`src/rtl/shreg_rx.sv`:
```
// shreg_rx: serial receiver deserialising a dynamic word then a static word into shadow registers.
// Optional stall timeout is built when SHREG_RX_TIMEOUT_EN is defined.
module shreg_rx #(
  parameter int DYN_W          = 16,
  parameter int STAT_W         = 88,
  parameter int TIMEOUT_CYCLES = 64
) (
  input  logic              CLK,
  input  logic              RST_N,
  input  logic              SCLK,
  input  logic              SEL,
  input  logic              MOSI,
  output logic [DYN_W-1:0]  DYN_REG,
  output logic [STAT_W-1:0] STAT_REG,
  output logic              DYN_VALID,
  output logic              STAT_VALID,
  output logic              FRAME_ERR,
  output logic              BUSY
);
  localparam int CW = $clog2(STAT_W + 1);
  typedef enum logic [1:0] {IDLE, DYN, STAT} state_t;
  state_t state_q, state_d;
  logic [2:0] sclk_q, sclk_d;
  logic [1:0] sel_q, sel_d, mosi_q, mosi_d;
  logic [CW-1:0] cnt_q, cnt_d;
  logic [STAT_W-1:0] shreg_q, shreg_d, stat_q, stat_d, shifted;
  logic [DYN_W-1:0] dyn_q, dyn_d;
  logic dv_q, dv_d, sv_q, sv_d, err_q, err_d;
  logic rise, sel_s, mosi_s;
`ifdef SHREG_RX_TIMEOUT_EN
  logic [15:0] idle_q, idle_d;
`endif
  assign rise    = sclk_q[1] & ~sclk_q[2];
  assign sel_s   = sel_q[1];
  assign mosi_s  = mosi_q[1];
  assign shifted = {shreg_q[STAT_W-2:0], mosi_s};
  always_comb begin
    sclk_d  = {sclk_q[1:0], SCLK};
    sel_d   = {sel_q[0], SEL};
    mosi_d  = {mosi_q[0], MOSI};
    state_d = state_q;
    cnt_d   = cnt_q;
    shreg_d = shreg_q;
    dyn_d   = dyn_q;
    stat_d  = stat_q;
    dv_d    = 1'b0;
    sv_d    = 1'b0;
    err_d   = 1'b0;
    if (rise) begin
      case (state_q)
        IDLE: begin
          err_d   = sel_s;
          shreg_d = sel_s ? shreg_q : shifted;
          cnt_d   = sel_s ? cnt_q : CW'(1);
          state_d = sel_s ? IDLE : DYN;
        end
        DYN: begin
          if (sel_s) begin
            err_d   = 1'b1;
            cnt_d   = '0;
            state_d = IDLE;
          end else if (cnt_q == CW'(DYN_W - 1)) begin
            dyn_d   = shifted[DYN_W-1:0];
            dv_d    = 1'b1;
            cnt_d   = '0;
            state_d = STAT;
          end else begin
            shreg_d = shifted;
            cnt_d   = cnt_q + 1'b1;
          end
        end
        STAT: begin
          if (!sel_s) begin
            err_d   = 1'b1;
            cnt_d   = '0;
            state_d = IDLE;
          end else if (cnt_q == CW'(STAT_W - 1)) begin
            stat_d  = shifted;
            sv_d    = 1'b1;
            cnt_d   = '0;
            state_d = IDLE;
          end else begin
            shreg_d = shifted;
            cnt_d   = cnt_q + 1'b1;
          end
        end
        default: state_d = IDLE;
      endcase
    end
`ifdef SHREG_RX_TIMEOUT_EN
    idle_d = (state_q == IDLE || rise) ? '0 : idle_q + 1'b1;
    if (state_q != IDLE && !rise && idle_q == 16'(TIMEOUT_CYCLES - 1)) begin
      err_d   = 1'b1;
      cnt_d   = '0;
      idle_d  = '0;
      state_d = IDLE;
    end
`endif
  end
  always_ff @(posedge CLK or negedge RST_N) begin
    if (!RST_N) begin
      state_q <= IDLE;
      sclk_q  <= '0;
      sel_q   <= '0;
      mosi_q  <= '0;
      cnt_q   <= '0;
      shreg_q <= '0;
      dyn_q   <= '0;
      stat_q  <= '0;
      dv_q    <= 1'b0;
      sv_q    <= 1'b0;
      err_q   <= 1'b0;
    end else begin
      state_q <= state_d;
      sclk_q  <= sclk_d;
      sel_q   <= sel_d;
      mosi_q  <= mosi_d;
      cnt_q   <= cnt_d;
      shreg_q <= shreg_d;
      dyn_q   <= dyn_d;
      stat_q  <= stat_d;
      dv_q    <= dv_d;
      sv_q    <= sv_d;
      err_q   <= err_d;
    end
  end
`ifdef SHREG_RX_TIMEOUT_EN
  always_ff @(posedge CLK or negedge RST_N) begin
    if (!RST_N) idle_q <= '0;
    else idle_q <= idle_d;
  end
`endif
  assign DYN_REG    = dyn_q;
  assign STAT_REG   = stat_q;
  assign DYN_VALID  = dv_q;
  assign STAT_VALID = sv_q;
  assign FRAME_ERR  = err_q;
  assign BUSY       = state_q != IDLE;
endmodule

```
`config.mk`:
```
export PLATFORM = sky130hd
export DESIGN_NAME = shreg_rx
export DESIGN_NICKNAME = d
export VERILOG_FILES = /design/src/rtl/shreg_rx.sv
export SDC_FILE = /design/constraint.sdc
export NUM_CORES = 1
export LEC_CHECK = 0
export ABC_AREA = 1
export CORE_ASPECT_RATIO = 0.75
export CORE_MARGIN = 4
export CORE_UTILIZATION = 30
export DETAILED_ROUTE_END_ITERATION = 16
export DONT_BUFFER_PORTS = 1
export HOLD_SLACK_MARGIN = 0.15
export PLACE_DENSITY = 0.42
export SLEW_MARGIN = 20
export SYNTH_ARGS = -nofsm -noshare
export SYNTH_HDL_FRONTEND = slang
export SYNTH_SLANG_ARGS = --single-unit
```
`constraint.sdc`:
```
create_clock -name CLK -period 3.6 [get_ports CLK]
set_input_delay 0.9 -clock CLK [delete_from_list [all_inputs] [get_ports CLK]]
set_output_delay 0.9 -clock CLK [all_outputs]
set_load 0.03 [all_outputs]
```
==> results of run 1 <==
cells by family after synthesis:
kind of cell,Yosys count,share of synthesized area [%]
compound gates,203,15.8
fa+ha+maj,4,0.597
flops,210,62.7
simple gates,254,12.2
buf+inv,149,8.63
routing by layer:
metal	up-vias	track usage (%)
met1	2362	16.2
met4	2	3.21
met3	31	4.23
met5	-	0
li1	2578	-
met2	105	15.4
area by class of cell:
type | instances | area [um2] | area share [%]
Clock buffer | 32 | 651 | 6.97
Inverter | 108 | 405 | 4.34
Sequential cell | 210 | 5260 | 56.3
Multi-Input combinational cell | 461 | 2410 | 25.8
Timing Repair Buffer | 4 | 67.6 | 0.723
Tap cell | 351 | 439 | 4.70
Clock inverter | 9 | 113 | 1.21
flip-flops by register name, indices dropped and copies added (netlist names):
signal      count
mosi_q          2
FRAME_ERR       1
sclk_q          3
shreg_q        87
DYN_VALID       1
STAT_VALID      1
STAT_REG       88
sel_q           2
state_q         2
cnt_q           7
DYN_REG        16
worst register-to-register path, stage by stage, from the launching register on:
cell     delay, ns
dfrtp_1       0.41
ha_1          0.23
nand2_1       0.12
inv_1         0.14
nand4_4       0.65
buf_12        0.49
nand2_1       0.27
o21ai_1       0.07
power breakdown:
| group | switching (uW) | leakage (uW) | internal, uW |
|---|---|---|---|
| sequential | 29.1 | 0.00291 | 2400 |
| clock | 964 | 0.000373 | 1410 |
| combinational | 142 | 0.000815 | 51.4 |
final timing paths:
path | slack (ns) | from | end
max | 1.09 | cnt_q[0] | STAT_REG[61]
max reg2reg | 1.09 | cnt_q[0] | STAT_REG[61]
min | 0.09 | RST_N | STAT_REG[2]
max in group asynchronous | 3.04 | RST_N | STAT_REG[9]
min reg2reg | 0.35 | sclk_q[0] | sclk_q[1]
min in group CLK | 0.35 | sclk_q[0] | sclk_q[1]
per-stage QoR:
step	total power, uW	instances	hold slack, ns	utilization (%)	instance area (um2)
2_1_floorplan	2650	820	0.331	-	8380
5_1_grt	5250	1175	0.0540	34.3	9340
4_1_cts	5120	1175	0.0583	34.3	9340
3_3_place_gp	2670	1134	0.340	31.5	8570
3_5_place_dp	2670	1134	0.335	31.5	8570
6_report	5000	1175	0.0902	34.3	9340
synthesized netlist by cell type (all sizes together):
cell type  number  area [um2]
nand2         225         857
dfrtp         210        5260
o21ai         196        1280
inv           108         405
buf            35         295
nor2           15        71.3
nand3           9        62.6
clkbuf          6        22.5
a21oi           5        25.0
ha              4        50.1
nand4           3        25.0
nor3            2        10.0
a311oi          1        8.76
o211ai          1        7.51
==> key figures, run 1 <==
Run status
  – Status: finished, final reports clean

Setup path
  – Critical Path Fanout Max: 108
  – CP most frequent cell: nand2_1
  – Cell depth of the worst setup path: 7
  – CP startpoint kind: register
  – CP Class: register to register
  – Crit-path slowest cell: nand4_4
  – Crit path DAT: 2.88 ns
  – Path depth of the worst reg2reg path: 7
  – Crit path cell chain: ha_1 > nand2_1 > inv_1 > nand4_4 > buf_12 > nand2_1 > o21ai_1
  – CP delay by family, top: simple AND/OR/NAND/NOR gates
  – Critical Path End Type: register
  – Critical path's largest stage delay: 0.65 ns
  – Critical Path RT: 3.98 ns
  – CP Buf/Inv Count: 2

CTS
  – Post-CTS Setup Bufs: 0
  – Reg clk slew, reported paths: 0.06 ns
  – CTS max path bufs: 3
  – H-tree Lvls: 1
  – Resized cells post-CTS: 0
  – TritonCTS clock tree: built
  – Clock Sinks: 210
  – Cts bufs inserted: 24
  – CTS Root Cell: clkbuf_16
  – Worst-Skew Late Latency: 0.51 ns

Timing
  – Slew margin rel.: 44.8%
  – Clock skew: 0.0159 ns
  – Fin crit period: 2.51 ns
  – Unrepaired setup endpoints after global routing: false
  – Tcrit/Tclk final: 69.6%
  – Setup TNS after final layout: 0 ns
  – Slack of the critical path: 1.09 ns
  – Final Hold Viols: 0
  – Least-Margin Pin Slew: 0.827 ns
  – Setup violators final: 0
  – Final Slew Violations: 0
  – F_max: 399 MHz

Drt
  – Drt total wl: 16.8 mm
  – Metal1 wirelength: 8.39 mm
  – Routed wl met2: 6.59 mm
  – DR pass1 iterations: 4
  – Highest routed layer: met5
  – DRC violations left: 0
  – Via Count: 5078
  – Initial DRC Count: 292
  – Vias per cell: 4.32
  – Routed length per instance: 14.3 um
  – Antenna Nets Post-Route: 0
  – Met3 WL: 1.35 mm

Floorplan
  – Core footprint: 27300 um2
  – Die footprint: 30700 um2
  – Initial Util: 30.7%
  – Row cnt: 52
  – Chip height: 153 um
  – Die width: 201 um
  – Num ports: 113

Place
  – Gp weighted congestion: 0.781
  – Dpl ws: 1.12 ns
  – Post-DP HPWL: 10.1 mm
  – I/O Buffers: 0

Final layout
  – Commonest non-fill, non-tap cell in the layout: nand2_1
  – Share of cells above drive strength 1: 15.8%
  – Fillcell total: 2819
  – Most frequent cells in the layout: nand2_1 (221), dfrtp_1 (210), inv_1 (106), o21ai_2 (80), o21ai_1 (63)
  – Synth-to-layout area growth: 11.5%
  – Antenna cells: 0
  – Nets@finish: 818

Hold path
  – Worst hold path type: input port to async pin

Yosys
  – Synth unique cells: 25
  – Synthesis-stage register bit count: 210
  – Avg Synthesized Cell Area: 10.2 um2
  – Syn_nets: 829
  – Post-synthesis instance total: 820
  – Synth Warn #: 0
  – Sequential share of the synthesized area: 62.7%
  – Synthesized area: 8380 um2

Power and ir drop
  – Peak supply drop: 261 uV
  – Pwr/cell area: 536 nW/um2
  – Leakage Power: 0.00410 uW

GRT
  – Initial antenna violation count: 1
  – GRT Total Usage: 11.1%
  – Total grt overflow: 0
  – First-pass GRT wire length: 28.7 mm
  – Largest net degree at the start of global routing: 211
  – Vias in the first global route: 5142

Run
  – Max cap viols: 0
Note: power is estimated with default switching activity, not from simulation.
==> run 2, diff against run 1 <==
--- a/config.mk
+++ b/config.mk
@@ -5,14 +5,14 @@
 export SDC_FILE = /design/constraint.sdc
 export NUM_CORES = 1
 export LEC_CHECK = 0
-export ABC_AREA = 1
+export ABC_AREA = 0
 export CORE_ASPECT_RATIO = 0.75
 export CORE_MARGIN = 4
 export CORE_UTILIZATION = 30
 export DETAILED_ROUTE_END_ITERATION = 16
 export DONT_BUFFER_PORTS = 1
 export HOLD_SLACK_MARGIN = 0.15
-export PLACE_DENSITY = 0.42
+export PLACE_DENSITY = 0.43
 export SLEW_MARGIN = 20
 export SYNTH_ARGS = -nofsm -noshare
 export SYNTH_HDL_FRONTEND = slang
==> constraint.sdc (replaced) <==
create_clock -name CLK -period 2.3 [get_ports CLK]
set_input_delay 0.575 -clock CLK [delete_from_list [all_inputs] [get_ports CLK]]
set_output_delay 0.575 -clock CLK [all_outputs]
set_load 0.03 [all_outputs]
==> run 2 against run 1 <==
  * The run now ends with negative hold slack left
  * Die area shrank 4.1%
  * Count of clock-buffer cells in the layout is the same
  * Power grew 56%
  * Fmax grew 19%
  * Sequential cell count is the same
  * Register-to-register slack lost 0.90 ns
  * Largest power group unchanged
  * Highest routed layer is now met4
==> key figures, run 2 <==
Run status
  – Status: finished, violations left
  – Failing checks: negative hold slack

Setup path
  – Critical Path RT: 2.68 ns (-1.30 ns)
  – Critical Path Fanout Max: 47 (-56%)
  – Critical Path End Type: register
  – Critical path's largest stage delay: 0.42 ns (-0.23 ns)
  – Crit-path slowest cell: nor4_4
  – R2r endpoint: STAT_REG[29]
  – CP startpoint kind: register
  – Crit path cell chain: ha_1 > nand4b_1 > nor4_4 > buf_12 > mux2_2
  – Worst r2r src: cnt_q[0]
  – Crit path DAT: 2.49 ns (-0.39 ns)
  – CP Class: register to register
  – Path depth of the worst reg2reg path: 5 (-2)
  – Worst reg2reg setup slack: 0.20 ns (-0.90 ns)
  – CP delay by family, top: simple AND/OR/NAND/NOR gates
  – CP Buf/Inv Count: 1 (-1)

Place
  – Dpl ws: 0.189 ns (-0.928 ns)
  – Post-DP HPWL: 9.20 mm (-9.0%)
  – I/O Buffers: 0 (unchanged)
  – Placed Area: 8420 um2 (-1.8%)
  – Gp weighted congestion: 0.758 (-2.9%)

Timing
  – Final Slew Violations: 0 (unchanged)
  – Setup TNS after final layout: 0 ns (unchanged)
  – Final hold slack: -0.236 ns (-0.326 ns)
  – Slack of the critical path: 0.197 ns (-0.896 ns)
  – Final Hold Viols: 210 (+210)
  – Fin crit period: 2.10 ns (-0.404 ns)
  – F_max: 476 MHz (+19%)
  – Tcrit/Tclk final: 91.4% (+22 points)
  – Slew margin rel.: 69.2% (+24 points)
  – Unrepaired setup endpoints after global routing: false
  – Least-Margin Pin Slew: 0.462 ns (-0.365 ns)
  – Setup violators final: 0 (unchanged)
  – Clock skew: 0.0129 ns (-0.00299 ns)

Yosys
  – Post-synthesis instance total: 494 (-40%)
  – Count leader, synth: dfrtp_1
  – Top cell type's share of synthesized area: 65.6% (+2.9 points)
  – Top_reg_cell synth: dfrtp_1
  – Fraction of registers with async set/reset: 100% (unchanged)
  – Largest area contributor in the netlist: dfrtp_1
  – Synthesized area: 8010 um2 (-4.3%)
  – Synth area leaders: dfrtp_1 (66%), mux2_2 (21%), mux2_1 (5.5%), buf_2 (1.0%), ha_1 (0.62%)
  – Synth unique cells: 38 (+52%)
  – Synth Warn #: 0 (unchanged)
  – Number of synthesized flops with an enable pin: 0 (unchanged)
  – Avg Synthesized Cell Area: 16.2 um2 (+59%)
  – Synthesis-stage register bit count: 210 (unchanged)
  – Sequential share of the synthesized area: 65.6% (+2.9 points)
  – Synth top cells by count: dfrtp_1 (210), mux2_2 (152), mux2_1 (39)
  – Syn_nets: 503 (-39%)

CTS
  – Cts bufs inserted: 23 (-4.2%)
  – TritonCTS clock tree: built
  – Reg clk slew, reported paths: 0.06 ns (about the same)
  – CTS max path bufs: 3 (unchanged)
  – Clock Sinks: 210 (unchanged)
  – Worst-Skew Late Latency: 0.50 ns (about the same)
  – Hold-fix buffer count after cts: 3
  – CTS Root Cell: clkbuf_16
  – Post-CTS Setup Bufs: 0 (unchanged)
  – H-tree Lvls: 1 (unchanged)
  – Resized cells post-CTS: 0 (unchanged)

Final layout
  – Multi-input logic area: 2600 um2 (+7.8%)
  – Fillcell total: 2494 (-12%)
  – Nets@finish: 517 (-37%)
  – Final Instance Area: 9160 um2 (-1.9%)
  – Most frequent cells in the layout: dfrtp_1 (210), mux2_2 (152), mux2_1 (39), clkbuf_16 (23), nand2_1 (11)
  – Antenna cells: 0 (unchanged)
  – Max reg flops: 88 (unchanged)
  – Share of cells above drive strength 1: 38.1% (+22 points)
  – Commonest non-fill, non-tap cell in the layout: dfrtp_1
  – Reg area: 5260 um2 (unchanged)
  – Synth-to-layout area growth: 14.3%

Drt
  – Drt total wl: 15.1 mm (-9.8%)
  – Via Count: 4003 (-21%)
  – DR pass1 iterations: 4 (unchanged)
  – Met3 WL: 1.32 mm (-1.9%)
  – Highest routed layer: met4
  – Antenna Nets Post-Route: 0 (unchanged)
  – Initial DRC Count: 105 (-64%)
  – DRC violations left: 0 (unchanged)
  – Routed wl met2: 6.55 mm (-0.55%)
  – Vias per cell: 4.63 (+7.2%)
  – Routed length per instance: 17.5 um (+23%)
  – Metal1 wirelength: 6.91 mm (-18%)

Floorplan
  – Chip height: 150 um (-2.1%)
  – Die footprint: 29400 um2 (-4.1%)
  – Core footprint: 26100 um2 (-4.3%)
  – Row cnt: 51 (-1.9%)
  – Initial Util: 30.7% (about the same)
  – Die width: 197 um (-2.1%)
  – Num ports: 113 (unchanged)

GRT
  – Initial antenna violation count: 0 (-1)
  – GRT Total Usage: 10.2% (-0.91 points)
  – First-pass GRT wire length: 24.7 mm (-14%)
  – Vias in the first global route: 4302 (-16%)
  – Total grt overflow: 0 (unchanged)
  – Largest net degree at the start of global routing: 211 (unchanged)

Power and ir drop
  – Pwr Total: 7790 uW (+56%)
  – Pwr/cell area: 850 nW/um2 (+59%)
  – Leakage Power: 0.00459 uW (+12%)
  – Peak supply drop: 457 uV (+75%)

Run
  – Max cap viols: 0 (unchanged)

Hold path
  – Worst hold path type: input port to async pin
[run 2: changes by cell type after synthesis, sizes merged, moves of 4 or more]
cell     before  now
nand2       225   11
o21ai       196    4
mux2          0  191
inv         108    8
buf          35   21
nor2         15    6
clkbuf        6    1
nand3         9    4
nand2b        0    4
o2111ai       0    4
[run 2: cell families (layout without fill, tap and decap cells)]
kind of cell             after synthesis  after routing  synth area share [%]
multiplexers                         192            192                  27.0
adder cells (fa/ha/maj)                4              4                 0.625
buffers and inverters                 30             56                  2.08
AO/OA/AOI/OAI                         24             24                  2.42
AND/OR/NAND/NOR                       34             34                  2.33
flip-flops                           210            210                  65.6
[run 2: how the worst max path moves through the flow]
stage / from / to / slack [ns] / cells after the start
after floorplan: state_q[0] / shreg_q[10] / 0.25 / 9
after global placement: cnt_q[0] / STAT_REG[49] / 0.25 / 5
after detailed placement: cnt_q[0] / STAT_REG[50] / 0.19 / 5
after CTS: cnt_q[0] / STAT_REG[49] / 0.18 / 5
after global routing: cnt_q[0] / STAT_REG[49] / 0.06 / 5
final: cnt_q[0] / STAT_REG[29] / 0.20 / 5
[run 2: stage by stage]
stage	util (%)	std cells	hold slack [ns]
2_1_floorplan	-	494	0.279
3_3_place_gp	32.3	824	0.285
3_5_place_dp	32.3	824	0.285
4_1_cts	35.1	864	-0.265
5_1_grt	35.1	864	-0.268
6_report	35.1	864	-0.236
[run 2: routing by layer]
metal | GRT usage [%] | vias to the layer above
li1 | - | 1791
met1 | 13.7 | 2090
met2 | 15.2 | 100
met3 | 4.41 | 22
met4 | 2.84 | 0
met5 | 0 | -
[run 2: area by class of cell]
type                            count  area share [%]
Timing Repair Buffer               11            1.53
Inverter                            8           0.328
Sequential cell                   210            57.4
Clock inverter                      5           0.628
Tap cell                          344            4.70
Multi-Input combinational cell    254            28.4
Clock buffer                       32            7.09
[run 2: power by group]
part | total, uW | internal, uW | switching [uW] | leakage [uW]
logic | 433 | 193 | 240 | 0.00134
clock network | 3480 | 2070 | 1410 | 0.000349
registers | 3880 | 3790 | 90.8 | 0.00290
==> run 3, diff against run 2 <==
--- a/config.mk
+++ b/config.mk
@@ -5,7 +5,7 @@
 export SDC_FILE = /design/constraint.sdc
 export NUM_CORES = 1
 export LEC_CHECK = 0
-export ABC_AREA = 0
+export ABC_AREA = 1
 export CORE_ASPECT_RATIO = 0.75
 export CORE_MARGIN = 4
 export CORE_UTILIZATION = 30
==> run 3 against run 2 <==
  * The flow still finishes with violations (negative hold slack)
  * Combinational power fell by 26%
  * Critical path depth shrank 1
  * Non-clock buffer count increased by 1
  * Largest cell class unchanged
  * Sequential power decreased by 2%
  * Highest routed layer unchanged
==> key figures, run 3 (synthesis gave the netlist of run 1 again) <==
Floorplan
  – Chip height: 153 um (+2.1%)
  – Num ports: 113 (unchanged)
  – Die width: 201 um (+2.2%)
  – Core footprint: 27300 um2 (+4.5%)
  – Initial Util: 30.7% (about the same)
  – Die footprint: 30700 um2 (+4.3%)
  – Row cnt: 52 (+2.0%)

Power and ir drop
  – P_int: 6300 uW (+4.2%)
  – Comb pwr share: 4.0% (-1.6 points)
  – Leakage Power: 0.00419 uW (-8.8%)
  – Clock power share: 48.9% (+4.2 points)
  – P_sw: 1780 uW (+2.3%)
  – Pwr/cell area: 850 nW/um2 (about the same)
  – Peak supply drop: 438 uV (-4.1%)
  – Sequential fraction of design power: 47.1% (-2.7 points)
  – Sw Ratio: 22.0% (-0.32 points)

Final layout
  – Multi-input logic area: 2410 um2 (-7.4%)
  – Most frequent cells in the layout: nand2_1 (222), dfrtp_1 (210), inv_1 (106), o21ai_2 (80), o21ai_1 (63)
  – Max reg flops: 88 (unchanged)
  – Synth-to-layout area growth: 13.6%
  – Fillcell total: 2756 (+11%)
  – Nets@finish: 825 (+60%)
  – Share of cells above drive strength 1: 16.7% (-21 points)
  – Reg area: 5260 um2 (unchanged)
  – Commonest non-fill, non-tap cell in the layout: nand2_1

CTS
  – CTS max path bufs: 3 (unchanged)
  – CTS Root Cell: clkbuf_16
  – Hold-fix buffer count after cts: 3 (unchanged)
  – Worst-Skew Late Latency: 0.51 ns (about the same)
  – Resized cells post-CTS: 0 (unchanged)
  – Post-CTS Setup Bufs: 0 (unchanged)
  – TritonCTS clock tree: built
  – Cts bufs inserted: 23 (unchanged)
  – Clock Sinks: 210 (unchanged)
  – H-tree Lvls: 1 (unchanged)
  – Reg clk slew, reported paths: 0.06 ns (about the same)

GRT
  – GRT met3 Usage: 4.53% (+0.12 points)
  – Most Crowded Layer GR: met1
  – Vias in the first global route: 5102 (+19%)
  – Total grt overflow: 0 (unchanged)
  – GR Util met1: 15.9% (+2.2 points)
  – First-pass GRT wire length: 28.4 mm (+15%)
  – Met2 Use GR: 15.7% (+0.50 points)
  – GRT Total Usage: 11.1% (+0.88 points)
  – Initial antenna violation count: 1 (+1)
  – Largest net degree at the start of global routing: 211 (unchanged)

Drt
  – DR pass1 iterations: 4 (unchanged)
  – Routed length per instance: 14.3 um (-18%)
  – Via Count: 5099 (+27%)
  – Drt total wl: 17.0 mm (+12%)
  – Initial DRC Count: 293 (+180%)
  – Antenna Nets Post-Route: 0 (unchanged)
  – DRC violations left: 0 (unchanged)
  – Vias per cell: 4.31 (-7.0%)

Timing
  – Setup TNS after final layout: 0 ns (unchanged)
  – Unrepaired setup endpoints after global routing: false
  – Setup violators final: 0 (unchanged)
  – Tcrit/Tclk final: 87.4% (-4.0 points)
  – Slew margin rel.: 59.2% (-10 points)
  – Final Hold Viols: 210 (unchanged)
  – Final hold slack: -0.228 ns (+0.00831 ns)
  – Final Slew Violations: 0 (unchanged)
  – Least-Margin Pin Slew: 0.611 ns (+0.149 ns)
  – F_max: 498 MHz (+4.6%)
  – Fin crit period: 2.01 ns (-0.0931 ns)
  – Clock skew: 0.00835 ns (-0.00454 ns)

Setup path
  – CP Class: register to output pin
  – Path depth of the worst reg2reg path: 11 (+6)
  – Critical Path RT: 1.73 ns (-0.95 ns)
  – Critical Path Fanout Max: 3 (-94%)
  – CP startpoint kind: register
  – Critical Path End Type: output pin
  – Crit path DAT: 1.43 ns (-1.06 ns)

Place
  – Post-DP HPWL: 10.4 mm (+13%)
  – Gp weighted congestion: 0.687 (-9.4%)
  – I/O Buffers: 0 (unchanged)

Run status
  – Status: finished, violations left
  – Failing checks: negative hold slack

Run
  – Max cap viols: 0 (unchanged)

Hold path
  – Worst hold path type: input port to async pin
[run 3: cell count changes in the layout (fill, tap and decap cells not counted), moves of 39 or more]
cell,previous run,this run
inv_1,8,106
mux2_1,39,0
mux2_2,152,0
nand2_1,11,222
o21ai_0,3,53
o21ai_1,0,63
o21ai_2,0,80
[run 3: critical path, cell delays in order, from the launching register on]
cell and delay (ns):
dfrtp_1 0.38, inv_1 0.07, ha_1 0.22, inv_1 0.08, buf_4 0.17
[run 3: layout make-up]
type / instances / share of cell area [%]
Antenna cell: 1 / 0.0263
Clock buffer: 29 / 6.81
Clock inverter: 12 / 1.79
Inverter: 108 / 4.26
Multi-Input combinational cell: 461 / 25.3
Sequential cell: 210 / 55.2
Tap cell: 351 / 4.62
Timing Repair Buffer: 12 / 1.95
[run 3: power groups by stage]
stage	combinational (uW)	sequential, uW	clock, uW
2_1_floorplan	277	3870	0
3_3_place_gp	324	3870	0
3_5_place_dp	320	3870	0
4_1_cts	327	3810	4120
5_1_grt	359	3810	4300
6_report	320	3810	3960
[run 3: routing by layer]
metal / wire [um] / vias to the layer above
met5: 0 / -
li1: - / 2592
met1: 8290 / 2371
met3: 1400 / 25
met4: 317 / 0
met2: 6980 / 111
[run 3: worst paths after layout]
check	start	endpoint	slack (ns)
setup / recovery	state_q[0]	BUSY	0.29
hold / removal	RST_N	STAT_REG[81]	-0.23
setup reg to reg	state_q[0]	shreg_q[18]	0.39
hold reg to reg	sclk_q[0]	sclk_q[1]	0.36
max in group asynchronous	RST_N	shreg_q[81]	2.01
min in group CLK	sclk_q[0]	sclk_q[1]	0.36
[run 3: metrics by stage]
| step | total power, uW | util, % | instances | cell area [um2] | setup slack [ns] |
|---|---|---|---|---|---|
| after detailed placement | 4190 | 31.8 | 1139 | 8660 | 0.398 |
| after global routing | 8470 | 34.9 | 1184 | 9510 | 0.189 |
| after global placement | 4200 | 31.8 | 1139 | 8660 | 0.385 |
| after CTS | 8250 | 34.9 | 1183 | 9510 | 0.265 |
| after floorplan | 4140 | - | 820 | 8380 | 0.484 |
| final | 8080 | 34.9 | 1184 | 9510 | 0.290 |
